==> src/rtl/dmem_arbiter_if.sv <==
// Bus bundle between the data-memory arbiter and its CPU, DMA and SRAM neighbours.
// The slave modport is the arbiter's view of the bus; the master modport is the environment's view.
interface dmem_arbiter_if;
  logic        cpu_req;
  logic [1:0]  cpu_we;
  logic [31:0] cpu_addr;
  logic [31:0] cpu_wdata;
  logic        cpu_stall;
  logic [31:0] cpu_rdata;
  logic        cpu_rvalid;

  logic        dma_req;
  logic        dma_lock;
  logic [1:0]  dma_we;
  logic [31:0] dma_addr;
  logic [31:0] dma_wdata;
  logic        dma_gnt;
  logic [31:0] dma_rdata;
  logic        dma_rvalid;

  logic        mem_en;
  logic [1:0]  mem_we;
  logic [31:0] mem_addr;
  logic [31:0] mem_wdata;
  logic [31:0] mem_rdata;

  modport slave (
    input  cpu_req, cpu_we, cpu_addr, cpu_wdata,
    output cpu_stall, cpu_rdata, cpu_rvalid,
    input  dma_req, dma_lock, dma_we, dma_addr, dma_wdata,
    output dma_gnt, dma_rdata, dma_rvalid,
    output mem_en, mem_we, mem_addr, mem_wdata,
    input  mem_rdata
  );

  modport master (
    output cpu_req, cpu_we, cpu_addr, cpu_wdata,
    input  cpu_stall, cpu_rdata, cpu_rvalid,
    output dma_req, dma_lock, dma_we, dma_addr, dma_wdata,
    input  dma_gnt, dma_rdata, dma_rvalid,
    input  mem_en, mem_we, mem_addr, mem_wdata,
    output mem_rdata
  );
endinterface

==> src/rtl/dmem_arbiter.sv <==
// Single-port data-memory arbiter between the CPU memory stage and a DMA engine.
// Grants are made in the request cycle, and read data is routed back one cycle later.
module dmem_arbiter (
  input logic           clk,
  input logic           rst,
  dmem_arbiter_if.slave bus
);
  typedef enum logic {OWN_CPU = 1'b0, OWN_DMA = 1'b1} owner_e;

  localparam logic [1:0] WE_READ   = 2'b00;
  localparam logic [2:0] BURST_MAX = 3'd4;

  owner_e     last_grant_q, last_grant_d;
  owner_e     rd_owner_q, rd_owner_d;
  logic [2:0] burst_cnt_q, burst_cnt_d;
  logic       rd_pending_q, rd_pending_d;

  logic        cpu_grant, dma_grant;
  logic [1:0]  gnt_we;
  logic [31:0] gnt_addr, gnt_wdata;

  // Under contention, a locked DMA may keep the port for up to four cycles in a row.
  always_comb begin
    cpu_grant = 1'b0;
    dma_grant = 1'b0;
    if (rst) begin
      if (bus.cpu_req && bus.dma_req) begin
        if (last_grant_q == OWN_CPU || (bus.dma_lock && burst_cnt_q < BURST_MAX))
          dma_grant = 1'b1;
        else
          cpu_grant = 1'b1;
      end else begin
        cpu_grant = bus.cpu_req;
        dma_grant = bus.dma_req;
      end
    end
  end

  always_comb begin
    gnt_we    = '0;
    gnt_addr  = '0;
    gnt_wdata = '0;
    if (cpu_grant) begin
      gnt_we    = bus.cpu_we;
      gnt_addr  = bus.cpu_addr;
      gnt_wdata = bus.cpu_wdata;
    end else if (dma_grant) begin
      gnt_we    = bus.dma_we;
      gnt_addr  = bus.dma_addr;
      gnt_wdata = bus.dma_wdata;
    end
  end

  always_comb begin
    bus.mem_en     = cpu_grant | dma_grant;
    bus.mem_we     = gnt_we;
    bus.mem_addr   = gnt_addr;
    bus.mem_wdata  = gnt_wdata;
    bus.cpu_stall  = rst & bus.cpu_req & ~cpu_grant;
    bus.dma_gnt    = dma_grant;
    bus.cpu_rvalid = rd_pending_q & (rd_owner_q == OWN_CPU);
    bus.dma_rvalid = rd_pending_q & (rd_owner_q == OWN_DMA);
    bus.cpu_rdata  = bus.cpu_rvalid ? bus.mem_rdata : '0;
    bus.dma_rdata  = bus.dma_rvalid ? bus.mem_rdata : '0;
  end

  always_comb begin
    last_grant_d = last_grant_q;
    if (cpu_grant)
      last_grant_d = OWN_CPU;
    else if (dma_grant)
      last_grant_d = OWN_DMA;

    burst_cnt_d = '0;
    if (dma_grant)
      burst_cnt_d = (burst_cnt_q == BURST_MAX) ? BURST_MAX : burst_cnt_q + 3'd1;

    rd_pending_d = (cpu_grant | dma_grant) && (gnt_we == WE_READ);
    rd_owner_d   = rd_owner_q;
    if (rd_pending_d)
      rd_owner_d = dma_grant ? OWN_DMA : OWN_CPU;
  end

  // Reset leaves last_grant at DMA so the CPU wins the first contention.
  always_ff @(posedge clk or negedge rst) begin
    if (!rst) begin
      last_grant_q <= OWN_DMA;
      burst_cnt_q  <= '0;
      rd_pending_q <= 1'b0;
      rd_owner_q   <= OWN_CPU;
    end else begin
      last_grant_q <= last_grant_d;
      burst_cnt_q  <= burst_cnt_d;
      rd_pending_q <= rd_pending_d;
      rd_owner_q   <= rd_owner_d;
    end
  end
endmodule

==> src/flat_wrapper.sv <==
// flat-port wrapper written by rule: the top's interface ports become plain ports
module dmem_arbiter_flat 
  (clk, rst, bus_cpu_req, bus_cpu_we, bus_cpu_addr, bus_cpu_wdata, bus_cpu_stall, bus_cpu_rdata, bus_cpu_rvalid, bus_dma_req, bus_dma_lock, bus_dma_we, bus_dma_addr, bus_dma_wdata, bus_dma_gnt, bus_dma_rdata, bus_dma_rvalid, bus_mem_en, bus_mem_we, bus_mem_addr, bus_mem_wdata, bus_mem_rdata);
  dmem_arbiter_if bus_i ();
  input logic clk;
  input logic rst;
  input wire logic [$bits(bus_i.cpu_req)-1:0] bus_cpu_req;
  input wire logic [$bits(bus_i.cpu_we)-1:0] bus_cpu_we;
  input wire logic [$bits(bus_i.cpu_addr)-1:0] bus_cpu_addr;
  input wire logic [$bits(bus_i.cpu_wdata)-1:0] bus_cpu_wdata;
  output wire logic [$bits(bus_i.cpu_stall)-1:0] bus_cpu_stall;
  output wire logic [$bits(bus_i.cpu_rdata)-1:0] bus_cpu_rdata;
  output wire logic [$bits(bus_i.cpu_rvalid)-1:0] bus_cpu_rvalid;
  input wire logic [$bits(bus_i.dma_req)-1:0] bus_dma_req;
  input wire logic [$bits(bus_i.dma_lock)-1:0] bus_dma_lock;
  input wire logic [$bits(bus_i.dma_we)-1:0] bus_dma_we;
  input wire logic [$bits(bus_i.dma_addr)-1:0] bus_dma_addr;
  input wire logic [$bits(bus_i.dma_wdata)-1:0] bus_dma_wdata;
  output wire logic [$bits(bus_i.dma_gnt)-1:0] bus_dma_gnt;
  output wire logic [$bits(bus_i.dma_rdata)-1:0] bus_dma_rdata;
  output wire logic [$bits(bus_i.dma_rvalid)-1:0] bus_dma_rvalid;
  output wire logic [$bits(bus_i.mem_en)-1:0] bus_mem_en;
  output wire logic [$bits(bus_i.mem_we)-1:0] bus_mem_we;
  output wire logic [$bits(bus_i.mem_addr)-1:0] bus_mem_addr;
  output wire logic [$bits(bus_i.mem_wdata)-1:0] bus_mem_wdata;
  input wire logic [$bits(bus_i.mem_rdata)-1:0] bus_mem_rdata;
  assign bus_i.cpu_req = bus_cpu_req;
  assign bus_i.cpu_we = bus_cpu_we;
  assign bus_i.cpu_addr = bus_cpu_addr;
  assign bus_i.cpu_wdata = bus_cpu_wdata;
  assign bus_cpu_stall = bus_i.cpu_stall;
  assign bus_cpu_rdata = bus_i.cpu_rdata;
  assign bus_cpu_rvalid = bus_i.cpu_rvalid;
  assign bus_i.dma_req = bus_dma_req;
  assign bus_i.dma_lock = bus_dma_lock;
  assign bus_i.dma_we = bus_dma_we;
  assign bus_i.dma_addr = bus_dma_addr;
  assign bus_i.dma_wdata = bus_dma_wdata;
  assign bus_dma_gnt = bus_i.dma_gnt;
  assign bus_dma_rdata = bus_i.dma_rdata;
  assign bus_dma_rvalid = bus_i.dma_rvalid;
  assign bus_mem_en = bus_i.mem_en;
  assign bus_mem_we = bus_i.mem_we;
  assign bus_mem_addr = bus_i.mem_addr;
  assign bus_mem_wdata = bus_i.mem_wdata;
  assign bus_i.mem_rdata = bus_mem_rdata;
  dmem_arbiter u_core (.clk(clk), .rst(rst), .bus(bus_i));
endmodule
==> config.mk <==
export PLATFORM = sky130hd
export DESIGN_NAME = dmem_arbiter_flat
export DESIGN_NICKNAME = d
export VERILOG_FILES = /design/src/rtl/dmem_arbiter_if.sv /design/src/rtl/dmem_arbiter.sv /design/src/flat_wrapper.sv
export SDC_FILE = /design/constraint.sdc
export NUM_CORES = 1
export LEC_CHECK = 0
export CORE_AREA = 2 2 118 120
export DETAILED_ROUTE_END_ITERATION = 10
export DIE_AREA = 0 0 120 122
export GPL_ROUTABILITY_DRIVEN = 0
export PLACE_DENSITY_LB_ADDON = 0.12
export SYNTH_ARGS = -nofsm -noshare
export SYNTH_HDL_FRONTEND = slang
export SYNTH_SLANG_ARGS = --single-unit
export TNS_END_PERCENT = 100
==> constraint.sdc <==
create_clock -name clk -period 3.9 [get_ports clk]
set_clock_uncertainty 0.05 [all_clocks]
set_input_delay 0.78 -clock clk [delete_from_list [all_inputs] [get_ports clk]]
set_output_delay 0.78 -clock clk [all_outputs]
set_load 0.1 [all_outputs]
# Yosys cells after proc, flatten, opt, wreduce, memory -nomap -nowiden
# Cells that the tools add are included.
# classes
shift,0
addsub,1
n_eq_ne,1
n_mux,19
n_reduce_logical,6
n_div,0
multipliers,0
n_bitwise,8
order_cmp,1
# ops
operator,n
32-bit two-way mux,6
1-bit two-way mux,9
3-bit two-way mux,2
1-bit bitwise AND,4
2-bit two-way mux,2
3-bit by 1-bit adder with 3-bit output (second input constant),1
3-bit equality test (second input constant),1
1-bit logical AND,3
3-bit less-than comparator (second input constant),1
1-bit NOT,3
2-bit logical NOT,1
2-bit nonzero test,1
1-bit logical OR,1
1-bit bitwise OR,1
# word_totals
word_cells,40
rom_bits,0
n_memories,0
inputBits,169
ramBits,0
output_inout_bits,135
latchBits,0
regBits,6

# Longest topological paths before layout
# depth
word_depth,10
mapped_depth,5
ltp_nobuf,4

# Worst setup path before layout
# No wires, ideal clock.
# synth_timing
path_kind,register to output
start,register u_core.rd_owner_q
end,output port bus_cpu_rdata[10]
arrival_ns,2.509
path_stages_with_launch,4
n_path_buf,1
slack_ns,0.561
path_cell_list,dfrtp_1 > nor2b_1 > clkbuf_1 > and2_1
# synth_between
elab_chain_cells,3
# synth_lines
element,line,rtl
"start, declared",dmem_arbiter.sv:14,"owner_e rd_owner_q, rd_owner_d;"
"start signal, assigned",dmem_arbiter.sv:95,rd_owner_q <= rd_owner_d;
1-bit NOT,dmem_arbiter.sv:61,bus.cpu_rvalid = rd_pending_q & (rd_owner_q == OWN_CPU);
1-bit bitwise AND,dmem_arbiter.sv:61,
net bus_cpu_rvalid,flat_wrapper.sv:13,output wire logic [$bits(bus_i.cpu_rvalid)-1:0] bus_cpu_rvalid;
32-bit two-way mux,dmem_arbiter.sv:63,bus.cpu_rdata = bus.cpu_rvalid ? bus.mem_rdata : '0;
"end, declared",flat_wrapper.sv:12,output wire logic [$bits(bus_i.cpu_rdata)-1:0] bus_cpu_rdata;
# The timed path passes the listed nets, and every way through them passes these cells.

# Final worst setup path
# layout_timing
start,input port bus_dma_req
end,output port bus_mem_wdata[16]
# layout_between
elab_chain_cells,5
elab_cells_between_ends,7
classes_between,mux (6); reduce/logical (1)
# layout_lines
element,line,rtl
"start, declared",flat_wrapper.sv:14,input wire logic [$bits(bus_i.dma_req)-1:0] bus_dma_req;
1-bit logical AND,dmem_arbiter.sv:27,if (bus.cpu_req && bus.dma_req) begin
1-bit two-way mux,dmem_arbiter.sv:27,
1-bit two-way mux,dmem_arbiter.sv:26,if (rst) begin
32-bit two-way mux,dmem_arbiter.sv:47,end else if (dma_grant) begin
32-bit two-way mux (*),dmem_arbiter.sv:43,if (cpu_grant) begin
"end, declared",flat_wrapper.sv:25,output wire logic [$bits(bus_i.mem_wdata)-1:0] bus_mem_wdata;
# Mark *: on every way between the ends. The rest lies on a longest branch, timed or not.

==> impl_metrics.csv <==
group,metric,value,unit
outcome,status,"complete, no violations",
cells_and_area,instances_no_fill,659,
global_routing,grt_first_pass_wirelength,16100,um
clock_network,clock_latency,230,ps
pwr,leakage,0.00246,uW
placement,place_hpwl,9960,um
run,cap_violations,0,
global_routing,grt.overflow.total,0,
die,die_x,120,um
pwr,p_seq_share,4.6,%
logic_synthesis,syn-num-nets,361,
pwr,p_sw,893,uW
cells_and_area,area_growth,291,%
clock_network,clock_sinks,6,
die,die_height,122,um
sta,setup_slack,611,ps
critical_path,critical_path_required,3070,ps
route,routedWlPerCell,17.6,um
pwr,p_per_area,283,mW/mm^2
cells_and_area,stdcell_area,0.00566,mm^2
sta,final.setup.tns,0,ps
die,core,0.0135,mm^2
pwr,p_int,711,uW
cells_and_area,fin_nets,651,
route,viasPerCell,4.14,
sta,worst_pin_slew,362,ps
route,antenna_left,0,
route,drc,0,
pwr,switching_share,55.7,%
route,drt_iter0_markers,66,
sta,slew_headroom,75.9,%
clock_network,ctsResizeCount,0,
critical_path,critPathBufInv,3,
clock_network,cts_max_level,1,
die,initial_core_util,10.7,%
logic_synthesis,netlist_area,0.00145,mm^2
pwr,power.share.clock,10.5,%
logic_synthesis,yosysWarnings,0,
placement,numPortBuffers,303,
logic_synthesis,syn-instance-count,190,
sta,hold_viol_final,0,
sta,fmax,0.304,GHz
route,dr.pass1.iters,3,
placement,dp_cells,655,
route,highest_layer,"met4",
cells_and_area,drive_above_1_share,31.5,%
route,met1Wirelength,4040,um
cells_and_area,multi_input_area,0.00118,mm^2
critical_path,crit_top_cell,"buf_12",
die,dieArea,0.0146,mm^2
critical_path,cp_slowest_cell,"clkdlybuf4s50_1",
cells_and_area,num_antenna_cells,0,
global_routing,grt_max_degree,75,
clock_network,cts-root-buf,"clkbuf_16",
min_path,hp-class,"reg2reg",
global_routing,first_global_vias,2673,
critical_path,worstSetupEndpointType,"primary output",
critical_path,path_cells,"clkdlybuf4s50_1 > nand2_1 > a31oi_4 > buf_12 > a22o_1 > buf_12",
route,totalWireLength,11600,um
clock_network,hold_buffers,0,
critical_path,crit_family,"buffers and inverters",
critical_path,worstPathArrival,2460,ps
clock_network,clk_path_buf_depth,2,
clock_network,tritoncts,"built",
critical_path,critPathKind,"in2out",
logic_synthesis,ys_ff_latch,6,
clock_network,postCtsSetupBuffers,0,
cells_and_area,final_util,41.9,%
sta,min_period,3290,ps
route,num_vias,2728,
die,fp-row-count,43,
critical_path,crit_fanout,74,
pwr,vdd_drop_max,131,uV
die,pin_count,304,
placement,dp_slack,619,ps
sta,slew_violations,0,
sta,setup_viol,0,
route,wl_met3,1190,um
global_routing,antenna_found_initial,0,
global_routing,grt_use_total,14.1,%
pwr,combPwrFrac,84.9,%
clock_network,cts_buffers,3,
sta,period_share,84.3,%
logic_synthesis,avgSynthCellArea,7.61,um^2
critical_path,cpPeakStageDelay,560,ps
logic_synthesis,yosysSeqAreaShare,10.5,%
logic_synthesis,yosys.area.top_type_share,40.0,%
clock_network,path_clk_slew,30,ps
critical_path,startpoint_type,"input port",
logic_synthesis,yosys.area.top_type,"a22o_1",
logic_synthesis,synth.distinct_cells,24,
logic_synthesis,ys_top_cells_by_area,"a22o_1, and3_1, and2_1",
sta,grt_setup_unrepaired,"no",
cells_and_area,seq_area,151,um^2
placement,place_area,0.00558,mm^2
route,met2WireLength,6320,um
cells_and_area,fillerInstances,1313,
## synthesized netlist by cell type
| master | n |
|---|---|
| nand2b_1 | 2 |
| ha_1 | 2 |
| nand3b_1 | 1 |
| buf_2 | 8 |
| nor2_1 | 1 |
| a21oi_1 | 3 |
| or2_2 | 2 |
| and3_1 | 34 |
| nor2b_1 | 1 |
| dfstp_2 | 1 |
| a31oi_1 | 1 |
| o21ai_0 | 1 |
| dfrtp_1 | 5 |
| buf_4 | 4 |
| o211a_1 | 1 |
| clkbuf_1 | 12 |
| and2_1 | 33 |
| o2111a_2 | 1 |
| a2bb2oi_2 | 1 |
| inv_1 | 4 |
| nand2_1 | 3 |
| a22o_1 | 66 |
| nand3_1 | 1 |
| a221o_1 | 2 |
## per-layer routing
| metal | global-route usage (%) | vias to the layer above |
|---|---|---|
| li1 | - | 1314 |
| met1 | 14.8 | 1246 |
| met2 | 28.1 | 166 |
| met3 | 4.63 | 2 |
| met4 | 1.32 | 0 |
| met5 | 0 | - |
## cells by family (layout without fill, tap and decap cells)
logic type | count (synthesis) | in the layout | share of synthesized area [%]
compound gates | 76 | 76 | 45.8
buf+inv | 28 | 317 | 9.00
flops | 6 | 6 | 10.5
simple gates | 78 | 78 | 33.0
fa+ha+maj | 2 | 2 | 1.73
## power groups by stage
stage | Clock, uW | Sequential (uW) | Combinational (uW)
after global placement | 0 | 74.3 | 1370
after detailed placement | 0 | 74.7 | 1370
final | 169 | 73.8 | 1360
after CTS | 173 | 73.9 | 1370
after floorplan | 0 | 74.8 | 791
after global routing | 177 | 74.4 | 1400
## state kept, by name, indices dropped and copies added, names as in the netlist
name and count:
u_core.rd_owner_q 1, u_core.last_grant_q 1, u_core.burst_cnt_q 3, u_core.rd_pending_q 1
## final cells by class
class,count,area share (%)
Timing Repair Buffer,309,70.8
Multi-Input combinational cell,156,20.9
Tap cell,180,3.98
Sequential cell,6,2.68
Clock buffer,4,1.39
Inverter,4,0.265
## placed cells by master (no fill, tap or decap)
cell type | netlist | layout
nor2_1 | 1 | 1
dfstp_2 | 1 | 1
buf_4 | 4 | 40
clkbuf_1 | 12 | 1
a31oi_4 | 0 | 1
dfrtp_1 | 5 | 5
and2_1 | 33 | 33
nand3_1 | 1 | 1
clkdlybuf4s50_1 | 0 | 168
o2111a_2 | 1 | 1
a22o_1 | 66 | 66
ha_1 | 2 | 2
nand2_1 | 3 | 3
a21oi_1 | 3 | 3
nor2b_2 | 0 | 1
a2bb2oi_2 | 1 | 1
and3_1 | 34 | 34
o211a_1 | 1 | 1
nand2b_1 | 2 | 2
o21ai_0 | 1 | 1
inv_1 | 4 | 4
buf_12 | 0 | 101
a221o_1 | 2 | 2
nand3b_1 | 1 | 1
or2_2 | 2 | 2
clkbuf_16 | 0 | 3
## worst min-delay path, stage by stage, from the launching register on
cell and delay [ps]:
dfstp_2 380, a21oi_1 110, nor2_1 50
## final timing paths
path                                  endpoint           startpoint  depth (start not counted)  slack, ps
max reg2reg                  u_core.rd_owner_q  u_core.last_grant_q                          5       2230
min                        u_core.last_grant_q  u_core.last_grant_q                          2        500
max                          bus_mem_wdata[16]          bus_dma_req                          6        610
min in group asynchronous  u_core.rd_pending_q                  rst                          2        850
max in group asynchronous  u_core.last_grant_q                  rst                          2       2740
min reg2reg                u_core.last_grant_q  u_core.last_grant_q                          2        500
## through the flow
stage          hold WS [ps]  total power, uW
4_1_cts                 498             1620
3_3_place_gp            489             1440
5_1_grt                 532             1650
3_5_place_dp            493             1450
2_1_floorplan           434              865
6_report                495             1600
Note: power is estimated with default switching activity, not from simulation.
